==> config.mk <==
export PLATFORM = sky130hd
export DESIGN_NAME = sync_filter_edge
export DESIGN_NICKNAME = d
export VERILOG_FILES = /design/src/rtl/sync_pkg.sv /design/src/rtl/sync_filter_chan.sv /design/src/rtl/sync_filter_edge.sv
export SDC_FILE = /design/constraint.sdc
export NUM_CORES = 1
export LEC_CHECK = 0
export ABC_AREA = 1
export ABC_CLOCK_PERIOD_IN_PS = 1120
export BUFFER_PORTS_ARGS = -buffer_cell sky130_fd_sc_hd__buf_2
export CAP_MARGIN = 20
export CORE_AREA = 10 10 47 49
export CTS_BUF_LIST = sky130_fd_sc_hd__clkbuf_4
export DETAILED_ROUTE_END_ITERATION = 12
export DIE_AREA = 0 0 57 59
export PLACE_DENSITY = 0.56
export SYNTH_ARGS = -nofsm -noshare
export SYNTH_HDL_FRONTEND = slang
export SYNTH_SLANG_ARGS = --single-unit
==> constraint.sdc <==
create_clock -name clock -period 1.12 [get_ports clock]
set_input_delay 0.112 -clock clock [delete_from_list [all_inputs] [get_ports clock]]
set_output_delay 0.112 -clock clock [all_outputs]
set_load 0.01 [all_outputs]
==> src/rtl/sync_pkg.sv <==
// Shared constants and helpers for the synchronizer/filter blocks.
// Latency: n/a (package only).
// Backpressure: n/a (package only).
package sync_pkg;

  // Legal synchronizer depth range for sync_filter_edge.
  localparam int STAGES_MIN = 2;
  localparam int STAGES_MAX = 4;

  // Ceiling log2. clog2(n) is the number of bits needed to hold 0..n-1,
  // so the counter width for a terminal count C is clog2(C+1).
  function automatic int clog2(input int value);
    int result;
    int v;
    result = 0;
    v      = value - 1;
    while (v > 0) begin
      result = result + 1;
      v      = v >> 1;
    end
    return result;
  endfunction

endpackage

==> src/rtl/sync_filter_chan.sv <==
// One channel: synchronizer chain, glitch filter counter, filtered level and edge pulses.
// Latency: stable input reaches data_out STAGES+FILTER_CNT+1 edges after the first capture.
// Backpressure: none; pulses are single-cycle and cannot be stalled.
//
// Ports:
//   clock, reset_l  destination clock, async active-low reset
//   data_in         raw asynchronous bit
//   data_out        synchronized, filtered level
//   rise, fall      one-cycle pulses on data_out transitions
//   change_nxt      combinational "data_out changes at the next edge", lets the
//                   parent register any_change in the same cycle as the pulses
module sync_filter_chan
  import sync_pkg::*;
#(
  parameter int   STAGES     = 2,
  parameter int   FILTER_CNT = 0,
  parameter int   CNT_MSB    = 3,
  parameter logic RESET_VAL  = 1'b0
) (
  input  logic clock,
  input  logic reset_l,
  input  logic data_in,
  output logic data_out,
  output logic rise,
  output logic fall,
  output logic change_nxt
);

  localparam logic [CNT_MSB:0] CNT_LIMIT = (CNT_MSB+1)'(FILTER_CNT);

  (* ASYNC_REG = "TRUE" *) logic [STAGES-1:0] sync_q;
  logic [CNT_MSB:0] cnt;
  logic             s;
  logic             mismatch;
  logic             terminal;

  always_ff @(posedge clock or negedge reset_l) begin
    if (!reset_l) begin
      sync_q <= {STAGES{RESET_VAL}};
    end else begin
      sync_q <= {sync_q[STAGES-2:0], data_in};
    end
  end

  assign s = sync_q[STAGES-1];

  always_comb begin
    mismatch = 1'b0;
    terminal = 1'b0;
    mismatch = (s != data_out);
    // Terminal only when the mismatch has already been seen FILTER_CNT times,
    // so cnt tops out at CNT_LIMIT and never wraps.
    terminal = mismatch && (cnt == CNT_LIMIT);
  end

  assign change_nxt = terminal;

  always_ff @(posedge clock or negedge reset_l) begin
    if (!reset_l) begin
      cnt      <= '0;
      data_out <= RESET_VAL;
      rise     <= 1'b0;
      fall     <= 1'b0;
    end else begin
      rise <= 1'b0;
      fall <= 1'b0;
      if (!mismatch) begin
        // Returning to the current level abandons any partial count.
        cnt <= '0;
      end else if (!terminal) begin
        cnt <= cnt + 1'b1;
      end else begin
        cnt      <= '0;
        data_out <= s;
        rise     <= s;
        fall     <= ~s;
      end
    end
  end

endmodule

==> src/rtl/sync_filter_edge.sv <==
// Multi-channel async input conditioner: per-bit synchronizer, glitch filter, edge pulses.
// Latency: data_out/rise/fall/any_change follow a stable input by STAGES+FILTER_CNT+1 edges.
// Backpressure: none; every output is a free-running registered indication.
//
// Ports:
//   clock, reset_l  destination clock, async active-low reset
//   data_in         asynchronous inputs (independent single-bit signals, not a coherent bus)
//   data_out        synchronized, filtered levels
//   rise, fall      per-channel one-cycle transition pulses
//   any_change      registered OR of all rise|fall, aligned with the pulses
module sync_filter_edge
  import sync_pkg::*;
#(
  parameter int   WIDTH_MSB  = 0,
  parameter int   STAGES     = 2,
  parameter int   FILTER_CNT = 0,
  parameter int   CNT_MSB    = 3,
  parameter logic RESET_VAL  = 1'b0
) (
  input  logic             clock,
  input  logic             reset_l,
  input  logic [WIDTH_MSB:0] data_in,
  output logic [WIDTH_MSB:0] data_out,
  output logic [WIDTH_MSB:0] rise,
  output logic [WIDTH_MSB:0] fall,
  output logic             any_change
);

  if (STAGES < STAGES_MIN || STAGES > STAGES_MAX) begin : g_bad_stages
    $error("sync_filter_edge: STAGES=%0d outside %0d..%0d", STAGES, STAGES_MIN, STAGES_MAX);
  end

  if (FILTER_CNT < 0 || clog2(FILTER_CNT + 1) > CNT_MSB + 1) begin : g_bad_filter
    $error("sync_filter_edge: FILTER_CNT=%0d does not fit a %0d-bit counter",
           FILTER_CNT, CNT_MSB + 1);
  end

  logic [WIDTH_MSB:0] change_nxt;

  for (genvar i = 0; i <= WIDTH_MSB; i++) begin : g_chan
    sync_filter_chan #(
      .STAGES     (STAGES),
      .FILTER_CNT (FILTER_CNT),
      .CNT_MSB    (CNT_MSB),
      .RESET_VAL  (RESET_VAL)
    ) u_chan (
      .clock      (clock),
      .reset_l    (reset_l),
      .data_in    (data_in[i]),
      .data_out   (data_out[i]),
      .rise       (rise[i]),
      .fall       (fall[i]),
      .change_nxt (change_nxt[i])
    );
  end

  // Registered from the channels' next-state change flags so it lands in the
  // same cycle as the rise/fall pulses rather than one cycle behind them.
  always_ff @(posedge clock or negedge reset_l) begin
    if (!reset_l) begin
      any_change <= 1'b0;
    end else begin
      any_change <= |change_nxt;
    end
  end

endmodule

==> impl_metrics.csv, run 1 <==
group,metric,value,unit
yosys,synth_seq_cells,10,
clock_tree,cts_sinks,10,
yosys,syn_area,404,um2
critical_path,critPathLaunch,"g_chan[0].u_chan.cnt[0]",
placed_design,globalplace.congestion,0.744,
pwr,ir_drop,0.000635,V
yosys,syn_nets,44,
global_routing,antenna_found_initial,0,
die,num_rows,14,
timing,setup_violations,0,
critical_path,rr_startpoint,"g_chan[0].u_chan.cnt[0]",
yosys,syn_avg_cell_area,10.4,um2
timing,timing.fmax,0.961,GHz
detailed_routing,vias_per_cell,4.03,
finish,drive_gt1_share,25.0,%
timing,post-route-period-util,92.9,%
die,die_area,3360,um2
critical_path,cpPeakStageDelay,0.43,ns
detailed_routing,drt-initial-drc-count,12,
yosys,synth.distinct_cells,10,
finish,nFillCells,143,
timing,fin_tns_setup,0,ns
critical_path,cp.depth,5,
worst_hold_path,min_path_type,"input port to asynchronous set/reset pin",
critical_path,start_kind,"register",
critical_path,path_delay_family,"flip-flops",
critical_path,cp_num_buf_inv,1,
yosys,synth_top_cell_area_share,61.9,%
detailed_routing,num_vias,274,
timing,relSlewSlack,85.3,%
finish,area_growth,26.6,%
clock_tree,htree_levels,1,
flow_run,maxCapViolCount,0,
clock_tree,cts_tree,"built",
critical_path,regToRegEndpoint,"g_chan[0].u_chan.data_out",
yosys,synth.area.top_cells,"dfrtp_1, inv_1, ha_1",
critical_path,critPathKind,"register to register",
critical_path,critPathCaptureType,"register",
timing,final-hold-violation-count,0,
placed_design,post-dp-hpwl,501,um
critical_path,required,1.27,ns
yosys,syn_inst,39,
pwr,p_leak,0.271,nW
finish,final_nets,58,
finish,final_cell_area,512,um2
critical_path,r2r_slack,0.08,ns
timing,worstMarginPinSlew,0.221,ns
global_routing,grt_overflow_total,0,
timing,fin_crit,1.04,ns
critical_path,critPathSlowestCell,"dfrtp_2",
critical_path,endpoint,"g_chan[0].u_chan.data_out",
clock_tree,clockBufferDepth,2,
timing,skew,0.00156,ns
timing,slew_viol_final,0,
yosys,synth-seq-area-share,61.9,%
finish,final_cells,68,
global_routing,track_usage,4.26,%
outcome,status,"finished clean",
die,core_area,1400,um2
die,pin_count,7,
clock_tree,clk_pin_slew_worst_paths,0.06,ns
yosys,yosys_warnings,0,
critical_path,cp_cell_sequence,"inv_1 -> ha_1 -> nand2_2 -> o21bai_1 -> nand2_1",
critical_path,cp.arrival,1.19,ns
global_routing,grt_max_degree,11,
critical_path,path_max_fanout,5,
yosys,yosysTopAreaCell,"dfrtp_1",
detailed_routing,firstDrtPassIters,2,
clock_tree,cts_made_buffers,3,
pwr,p_per_area,1410,nW/um2
detailed_routing,drtAntennaViolNets,0,
placed_design,dpl_cell_area,454,um2
clock_tree,clk_latency,0.26,ns
detailed_routing,routed_wl,651,um
die,die_y,59,um
die,die_w,57,um
timing,holdWs,0.239,ns
clock_tree,clockRootBuffer,"clkbuf_4",
placed_design,placedCellCount,61,
finish,antenna_cells,0,
placed_design,port_buffers,6,
detailed_routing,wire_per_inst,9.57,um
global_routing,grt_pass1_wl,1070,um
detailed_routing,drcViolationCount,0,
critical_path,r2r_cells,5,
die,start_util,28.8,%
global_routing,first_global_vias,281,
-- cell families (layout without fill, tap and decap cells) --
| family | Yosys count | in the layout | share of synthesized area (%) |
|---|---|---|---|
| compound gates | 1 | 1 | 1.86 |
| xor+xnor | 2 | 2 | 6.19 |
| fa+ha+maj | 2 | 2 | 6.19 |
| buf+inv | 9 | 22 | 8.36 |
| flops | 10 | 10 | 61.9 |
| simple gates | 15 | 15 | 15.5 |
-- state kept, by name, summed over array words and instances, names as in the netlist --
name,flops
g_chan.u_chan.sync_q,2
g_chan.u_chan.data_out,1
g_chan.u_chan.fall,1
g_chan.u_chan.cnt,4
g_chan.u_chan.rise,1
any_change,1
-- how the worst min path moves through the flow --
| stage | to | cells after the start | slack (ns) | start |
|---|---|---|---|---|
| 2_1_floorplan | any_change | 0 | -0.18 | reset_l |
| 3_3_place_gp | g_chan[0].u_chan.rise | 1 | -0.02 | reset_l |
| 3_5_place_dp | g_chan[0].u_chan.rise | 1 | -0.02 | reset_l |
| 4_1_cts | g_chan[0].u_chan.sync_q[0] | 2 | 0.24 | reset_l |
| 5_1_grt | g_chan[0].u_chan.rise | 2 | 0.24 | reset_l |
| 6_report | g_chan[0].u_chan.sync_q[0] | 2 | 0.24 | reset_l |
-- worst register-to-register path, stage by stage, from the launching register on --
cell and delay, ns:
dfrtp_2 0.43, inv_1 0.06, ha_1 0.18, nand2_2 0.08, o21bai_1 0.12, nand2_1 0.06
-- metal layers --
| metal | wire, um | track usage, % | up-vias |
|---|---|---|---|
| met4 | 10 | 5.03 | 0 |
| li1 | - | - | 141 |
| met2 | 308 | 6.20 | 5 |
| met1 | 298 | 3.86 | 126 |
| met3 | 33 | 2.36 | 2 |
| met5 | 0 | 0 | - |
-- cell usage after synthesis --
cell and n:
dfrtp_1 10, ha_1 2, inv_1 9, nand2_1 6
nand3_1 1, nand4_1 2, nor2_1 6, o21bai_1 1
xnor2_1 1, xor2_2 1
-- stage by stage --
stage               power, W  setup WS [ns]  utilization, %
finish              0.000723         0.0791            36.5
global route        0.000768      -0.000826            36.5
CTS                 0.000739         0.0335            35.7
detailed placement  0.000486         0.0438            32.4
global placement    0.000485         0.0625            32.4
floorplan           0.000448          0.146               -
-- layout make-up --
class                   count  area [um2]  share of cell area [%]
clock inverters             1        3.75                   0.733
clock buffers               3        22.5                    4.40
flip-flops and latches     10         251                    49.1
repair buffers              9        57.6                    11.2
multi-input cells          20         123                    24.0
inverters                   9        33.8                    6.60
well taps                  16        20.0                    3.91
-- report_power, final --
part / internal (W) / leakage [nW] / switching (W) / total [W]
Combinational: 0.0000360 / 0.129 / 0.0000470 / 0.0000831
Sequential: 0.000385 / 0.127 / 0.0000127 / 0.000398
Clock: 0.000128 / 0.0154 / 0.000114 / 0.000242
Total: 0.000549 / 0.271 / 0.000173 / 0.000723
-- timing repair --
item                                    4_1_cts  5_1_grt
hold buffers                                  2        0
resized for setup                             0        2
hold endpoints to repair                     11        0
setup buffers                                 0        1
endpoints found under the setup margin        0        5
-- placed cells by master (no fill, tap or decap) --
| master | n |
|---|---|
| nand2_1 | 5 |
| nand2_2 | 1 |
| dfrtp_2 | 1 |
| inv_1 | 9 |
| clkinv_1 | 1 |
| ha_1 | 2 |
| dfrtp_1 | 9 |
| clkbuf_4 | 3 |
| buf_2 | 6 |
| buf_4 | 1 |
| dlygate4sd3_1 | 2 |
| o21bai_1 | 1 |
| xor2_2 | 1 |
| nor2_1 | 6 |
| nand3_1 | 1 |
| nand4_1 | 2 |
| xnor2_1 | 1 |
Power figures use the tool's default switching activity.
==> inputs of run 2 (changes only) <==
--- a/config.mk
+++ b/config.mk
@@ -9,10 +9,10 @@
 export ABC_CLOCK_PERIOD_IN_PS = 1120
 export BUFFER_PORTS_ARGS = -buffer_cell sky130_fd_sc_hd__buf_2
 export CAP_MARGIN = 20
-export CORE_AREA = 10 10 47 49
+export CORE_AREA = 2 2 39 41
 export CTS_BUF_LIST = sky130_fd_sc_hd__clkbuf_4
 export DETAILED_ROUTE_END_ITERATION = 12
-export DIE_AREA = 0 0 57 59
+export DIE_AREA = 0 0 41 43
 export PLACE_DENSITY = 0.56
 export SYNTH_ARGS = -nofsm -noshare
 export SYNTH_HDL_FRONTEND = slang
==> impl_metrics.csv, run 2 (synthesized netlist as in run 1, its figures left out) <==
group,metric,value,unit
detailed_routing,drtAntennaViolNets,0,
timing,worstMarginPinSlew,0.229,ns
detailed_routing,firstDrtPassIters,4,
timing,timing.fmax,0.932,GHz
flow_run,maxCapViolCount,0,
finish,finish.utilization,37.6,%
timing,holdWs,0.241,ns
critical_path,required,1.26,ns
timing,rsz0062_at_grt,"true",
critical_path,start_kind,"register",
finish,mostFrequentLayoutCell,"dfrtp_1",
finish,area_growth,28.8,%
critical_path,critPathCaptureType,"register",
finish,top_regs,"g_chan.u_chan.cnt (4), g_chan.u_chan.sync_q (2)",
finish,drive_gt1_share,26.4,%
clock_tree,cts_tree,"built",
die,pin_count,7,
timing,post-route-period-util,95.8,%
finish,largest_register_ffs,4,
finish,mostFrequentLayoutCells,"dfrtp_1, inv_1, nor2_1, buf_2, nand2_1",
pwr,p_clk_share,33.6,%
placed_design,port_buffers,6,
global_routing,track_usage,9.68,%
pwr,sequentialPowerShare,54.8,%
detailed_routing,vias_per_cell,4.12,
detailed_routing,num_vias,284,
die,die_w,41,um
placed_design,post-dp-hpwl,453,um
finish,largest_register,"g_chan.u_chan.cnt",
clock_tree,htree_levels,1,
global_routing,first_global_vias,284,
die,start_util,29.2,%
detailed_routing,drt-initial-drc-count,5,
global_routing,grt_pass1_wl,1100,um
clock_tree,clockBufferDepth,2,
pwr,comb_power_share,11.6,%
pwr,switching_share,24.3,%
clock_tree,cts_made_buffers,3,
detailed_routing,routed_wl,628,um
global_routing,antenna_found_initial,0,
pwr,finalPower,0.000725,W
timing,fin_crit,1.07,ns
clock_tree,clockRootBuffer,"clkbuf_4",
die,die_area,1760,um2
die,die_y,43,um
pwr,p_sw,0.000176,W
pwr,ir_drop,0.000720,V
die,num_rows,14,
worst_hold_path,min_path_type,"input port to asynchronous set/reset pin",
global_routing,grt_overflow_total,0,
die,core_area,1380,um2
timing,setup_violations,0,
global_routing,grt_max_degree,11,
critical_path,critPathKind,"register to register",
finish,antenna_cells,0,
pwr,p_leak,0.277,nW
detailed_routing,wire_per_inst,9.10,um
finish,final_nets,59,
clock_tree,cts_sinks,10,
placed_design,globalplace.congestion,0.723,
placed_design,placedCellCount,61,
critical_path,cp.arrival,1.22,ns
finish,final_cells,69,
clock_tree,clk_pin_slew_worst_paths,0.06,ns
critical_path,rr_startpoint,"g_chan[0].u_chan.cnt[0]",
clock_tree,clk_latency,0.26,ns
pwr,p_per_area,1390,nW/um2
timing,slew_viol_final,0,
critical_path,path_max_fanout,5,
critical_path,critPathLaunch,"g_chan[0].u_chan.cnt[0]",
timing,relSlewSlack,84.7,%
timing,final-hold-violation-count,0,
detailed_routing,drcViolationCount,0,
outcome,status,"finished clean",
timing,skew,0.00586,ns
pwr,power.internal,0.000549,W
run 2: area by class of cell:
cell class | instances | area (um2)
fill | 137 | 863
sequential | 10 | 250
multi-input combinational | 20 | 125
timing repair buffer | 10 | 65.1
inverter | 9 | 33.8
clock buffer | 3 | 22.5
tap | 16 | 20.0
clock inverter | 1 | 3.75
run 2: critical path: stages, from the launching register on:
cell	delay, ns
dfrtp_1	0.42
inv_1	0.08
ha_2	0.19
nand2_2	0.07
o21bai_1	0.14
nand2_1	0.07
run 2: what timing repair did:
action,CTS,global route
gates resized for setup,0,2
setup buffers,0,2
setup endpoints to repair,0,5
endpoints found under the hold margin,11,0
hold buffers,2,0
run 2: path summary, 6_finish.rpt:
check                                             end  slack [ns]  cells past startpoint
hold reg to reg            g_chan[0].u_chan.sync_q[1]        0.35                      0
setup reg to reg            g_chan[0].u_chan.data_out        0.05                      5
hold / removal                             any_change        0.24                      2
max in group asynchronous     g_chan[0].u_chan.cnt[1]        0.68                      2
setup / recovery            g_chan[0].u_chan.data_out        0.05                      5
min in group clock         g_chan[0].u_chan.sync_q[1]        0.35                      0
run 2: per-layer routing:
layer / global-route usage [%] / part of all wire, % / up-vias / wire [um]
met3: 3.14 / 5.4 / 0 / 34
li1: - / - / 143 / -
met2: 12.8 / 46 / 5 / 287
met5: 0 / 0 / - / 0
met4: 8.00 / 0 / 0 / 0
met1: 12.2 / 49 / 136 / 307
run 2: metrics by stage:
stage                     TNS (ns)  area (um2)  setup WS [ns]
after CTS                        0         500         0.0286
final                            0         520         0.0471
after global routing       -0.0272         520        -0.0158
after detailed placement         0         454         0.0407
after global placement           0         454         0.0628
after floorplan                  0         404          0.146
run 2: power groups by stage:
stage          registers [W]  clock network [W]  logic [W]
2_1_floorplan       0.000416                  0  0.0000318
3_3_place_gp        0.000404                  0  0.0000783
3_5_place_dp        0.000404                  0  0.0000803
4_1_cts             0.000397           0.000255  0.0000857
5_1_grt             0.000400           0.000284  0.0000934
6_report            0.000398           0.000244  0.0000839
==> inputs of run 3 (changes only) <==
--- a/config.mk
+++ b/config.mk
@@ -14,6 +14,7 @@
 export DETAILED_ROUTE_END_ITERATION = 12
 export DIE_AREA = 0 0 41 43
 export PLACE_DENSITY = 0.56
+export RECOVER_POWER = 100
 export SYNTH_ARGS = -nofsm -noshare
 export SYNTH_HDL_FRONTEND = slang
 export SYNTH_SLANG_ARGS = --single-unit
==> impl_metrics.csv, run 3 (synthesized netlist as in run 1, its figures left out) <==
group,metric,value,unit
outcome,status,"finished clean",
critical_path,path_max_fanout,5,
die,die_area,1760,um2
finish,mostFrequentLayoutCells,"dfrtp_1, inv_1, nor2_1, nand2_1, clkbuf_1",
finish,area_growth,27.2,%
global_routing,track_usage,9.68,%
die,start_util,29.2,%
finish,mostFrequentLayoutCell,"dfrtp_1",
timing,relSlewSlack,63.6,%
finish,drive_gt1_share,17.0,%
finish,finish.utilization,37.2,%
critical_path,required,1.26,ns
clock_tree,clockBufferDepth,2,
timing,worstMarginPinSlew,0.546,ns
critical_path,cp.arrival,1.22,ns
global_routing,grt_overflow_total,0,
pwr,p_sw,0.000177,W
placed_design,post-dp-hpwl,453,um
critical_path,critPathCaptureType,"register",
finish,largest_register_ffs,4,
clock_tree,htree_levels,1,
detailed_routing,wire_per_inst,9.13,um
finish,nFillCells,140,
clock_tree,cts_tree,"built",
pwr,p_per_area,1400,nW/um2
clock_tree,clockRootBuffer,"clkbuf_4",
timing,slew_viol_final,0,
placed_design,port_buffers,6,
die,pin_count,7,
pwr,power.internal,0.000543,W
global_routing,grt_pass1_wl,1100,um
critical_path,critPathSlowestCell,"dfrtp_1",
timing,skew,0.00586,ns
clock_tree,clk_pin_slew_worst_paths,0.06,ns
critical_path,critPathKind,"register to register",
detailed_routing,firstDrtPassIters,4,
die,die_w,41,um
global_routing,grt_max_degree,11,
flow_run,maxCapViolCount,0,
timing,rsz0062_at_grt,"true",
timing,fin_tns_setup,0,ns
detailed_routing,num_vias,284,
global_routing,met3_usage,3.14,%
pwr,sequentialPowerShare,55.3,%
timing,holdWs,0.345,ns
detailed_routing,drtAntennaViolNets,0,
finish,final_nets,59,
pwr,switching_share,24.6,%
die,num_rows,14,
critical_path,cpPeakStageDelay,0.42,ns
placed_design,globalplace.congestion,0.723,
timing,fin_crit,1.07,ns
die,die_y,43,um
timing,final-hold-violation-count,0,
clock_tree,cts_made_buffers,3,
detailed_routing,vias_per_cell,4.12,
timing,timing.fmax,0.932,GHz
timing,post-route-period-util,95.8,%
finish,antenna_cells,0,
critical_path,cp_cell_sequence,"inv_1 -> ha_2 -> nand2_2 -> o21bai_1 -> nand2_1",
pwr,ir_drop,0.000717,V
critical_path,start_kind,"register",
pwr,p_clk_share,33.9,%
pwr,finalPower,0.000720,W
global_routing,grt_use_met1,12.2,%
clock_tree,clk_latency,0.26,ns
detailed_routing,drcViolationCount,0,
placed_design,pre_cts_ws,0.0407,ns
pwr,p_leak,0.262,nW
die,core_area,1380,um2
finish,largest_register,"g_chan.u_chan.cnt",
timing,setup_violations,0,
global_routing,first_global_vias,284,
global_routing,antenna_found_initial,0,
global_routing,grt.met2_usage,12.8,%
detailed_routing,drt-initial-drc-count,5,
timing,fin_ws,0.0471,ns
detailed_routing,routed_wl,630,um
pwr,comb_power_share,10.8,%
global_routing,busiest_layer,"met2",
worst_hold_path,min_path_type,"input port to asynchronous set/reset pin",
clock_tree,cts_sinks,10,
finish,top_regs,"g_chan.u_chan.cnt (4), g_chan.u_chan.sync_q (2)",
run 3: cell count changes in the layout (fill, tap and decap cells not counted):
cell,previous run,this run
buf_2,6,1
clkbuf_1,0,5
run 3: path summary, 6_finish.rpt:
kind | from | end | slack [ns] | depth (start not counted)
setup / recovery | g_chan[0].u_chan.cnt[0] | g_chan[0].u_chan.data_out | 0.05 | 5
hold / removal | reset_l | any_change | 0.35 | 2
setup reg to reg | g_chan[0].u_chan.cnt[0] | g_chan[0].u_chan.data_out | 0.05 | 5
hold reg to reg | g_chan[0].u_chan.sync_q[0] | g_chan[0].u_chan.sync_q[1] | 0.35 | 0
max in group asynchronous | reset_l | g_chan[0].u_chan.cnt[1] | 0.41 | 2
min in group clock | g_chan[0].u_chan.sync_q[0] | g_chan[0].u_chan.sync_q[1] | 0.35 | 0
run 3: routing by layer:
metal | part of all wire, % | vias to the layer above
li1 | - | 143
met1 | 49 | 136
met2 | 46 | 5
met3 | 5.4 | 0
met4 | 0 | 0
met5 | 0 | -
run 3: what timing repair did:
item	in CTS	in global routing
setup buffers	0	2
hold buffers	2	0
endpoints found under the setup margin	0	5
hold endpoints to repair	11	0
gates resized for setup	0	2
run 3: area by class of cell:
class                           instances  area, um2  area share [%]
Inverter                                9       33.8            6.57
Clock inverter                          1       3.75           0.730
Tap cell                               16       20.0            3.89
Sequential cell                        10        250            48.7
Timing Repair Buffer                   10       58.8            11.4
Clock buffer                            3       22.5            4.38
Multi-Input combinational cell         20        125            24.3
run 3: power groups by stage:
stage	clock [W]	combinational (W)	sequential, W
finish	0.000244	0.0000779	0.000398
global route	0.000284	0.0000870	0.000401
CTS	0.000255	0.0000857	0.000397
global placement	0	0.0000783	0.000404
detailed placement	0	0.0000803	0.000404
floorplan	0	0.0000318	0.000416
run 3: per-stage QoR:
step | std cells | instance area [um2]
3_5_place_dp | 61 | 454
2_1_floorplan | 39 | 404
6_report | 69 | 514
5_1_grt | 69 | 514
4_1_cts | 67 | 500
3_3_place_gp | 61 | 454
run 3: critical path: cells and delay by family, from the launching register on:
kind	cells	cell delay, ns
compound gates	1	0.14
simple gates	2	0.14
buf+inv	1	0.08
flops	1	0.42
fa+ha+maj	1	0.19
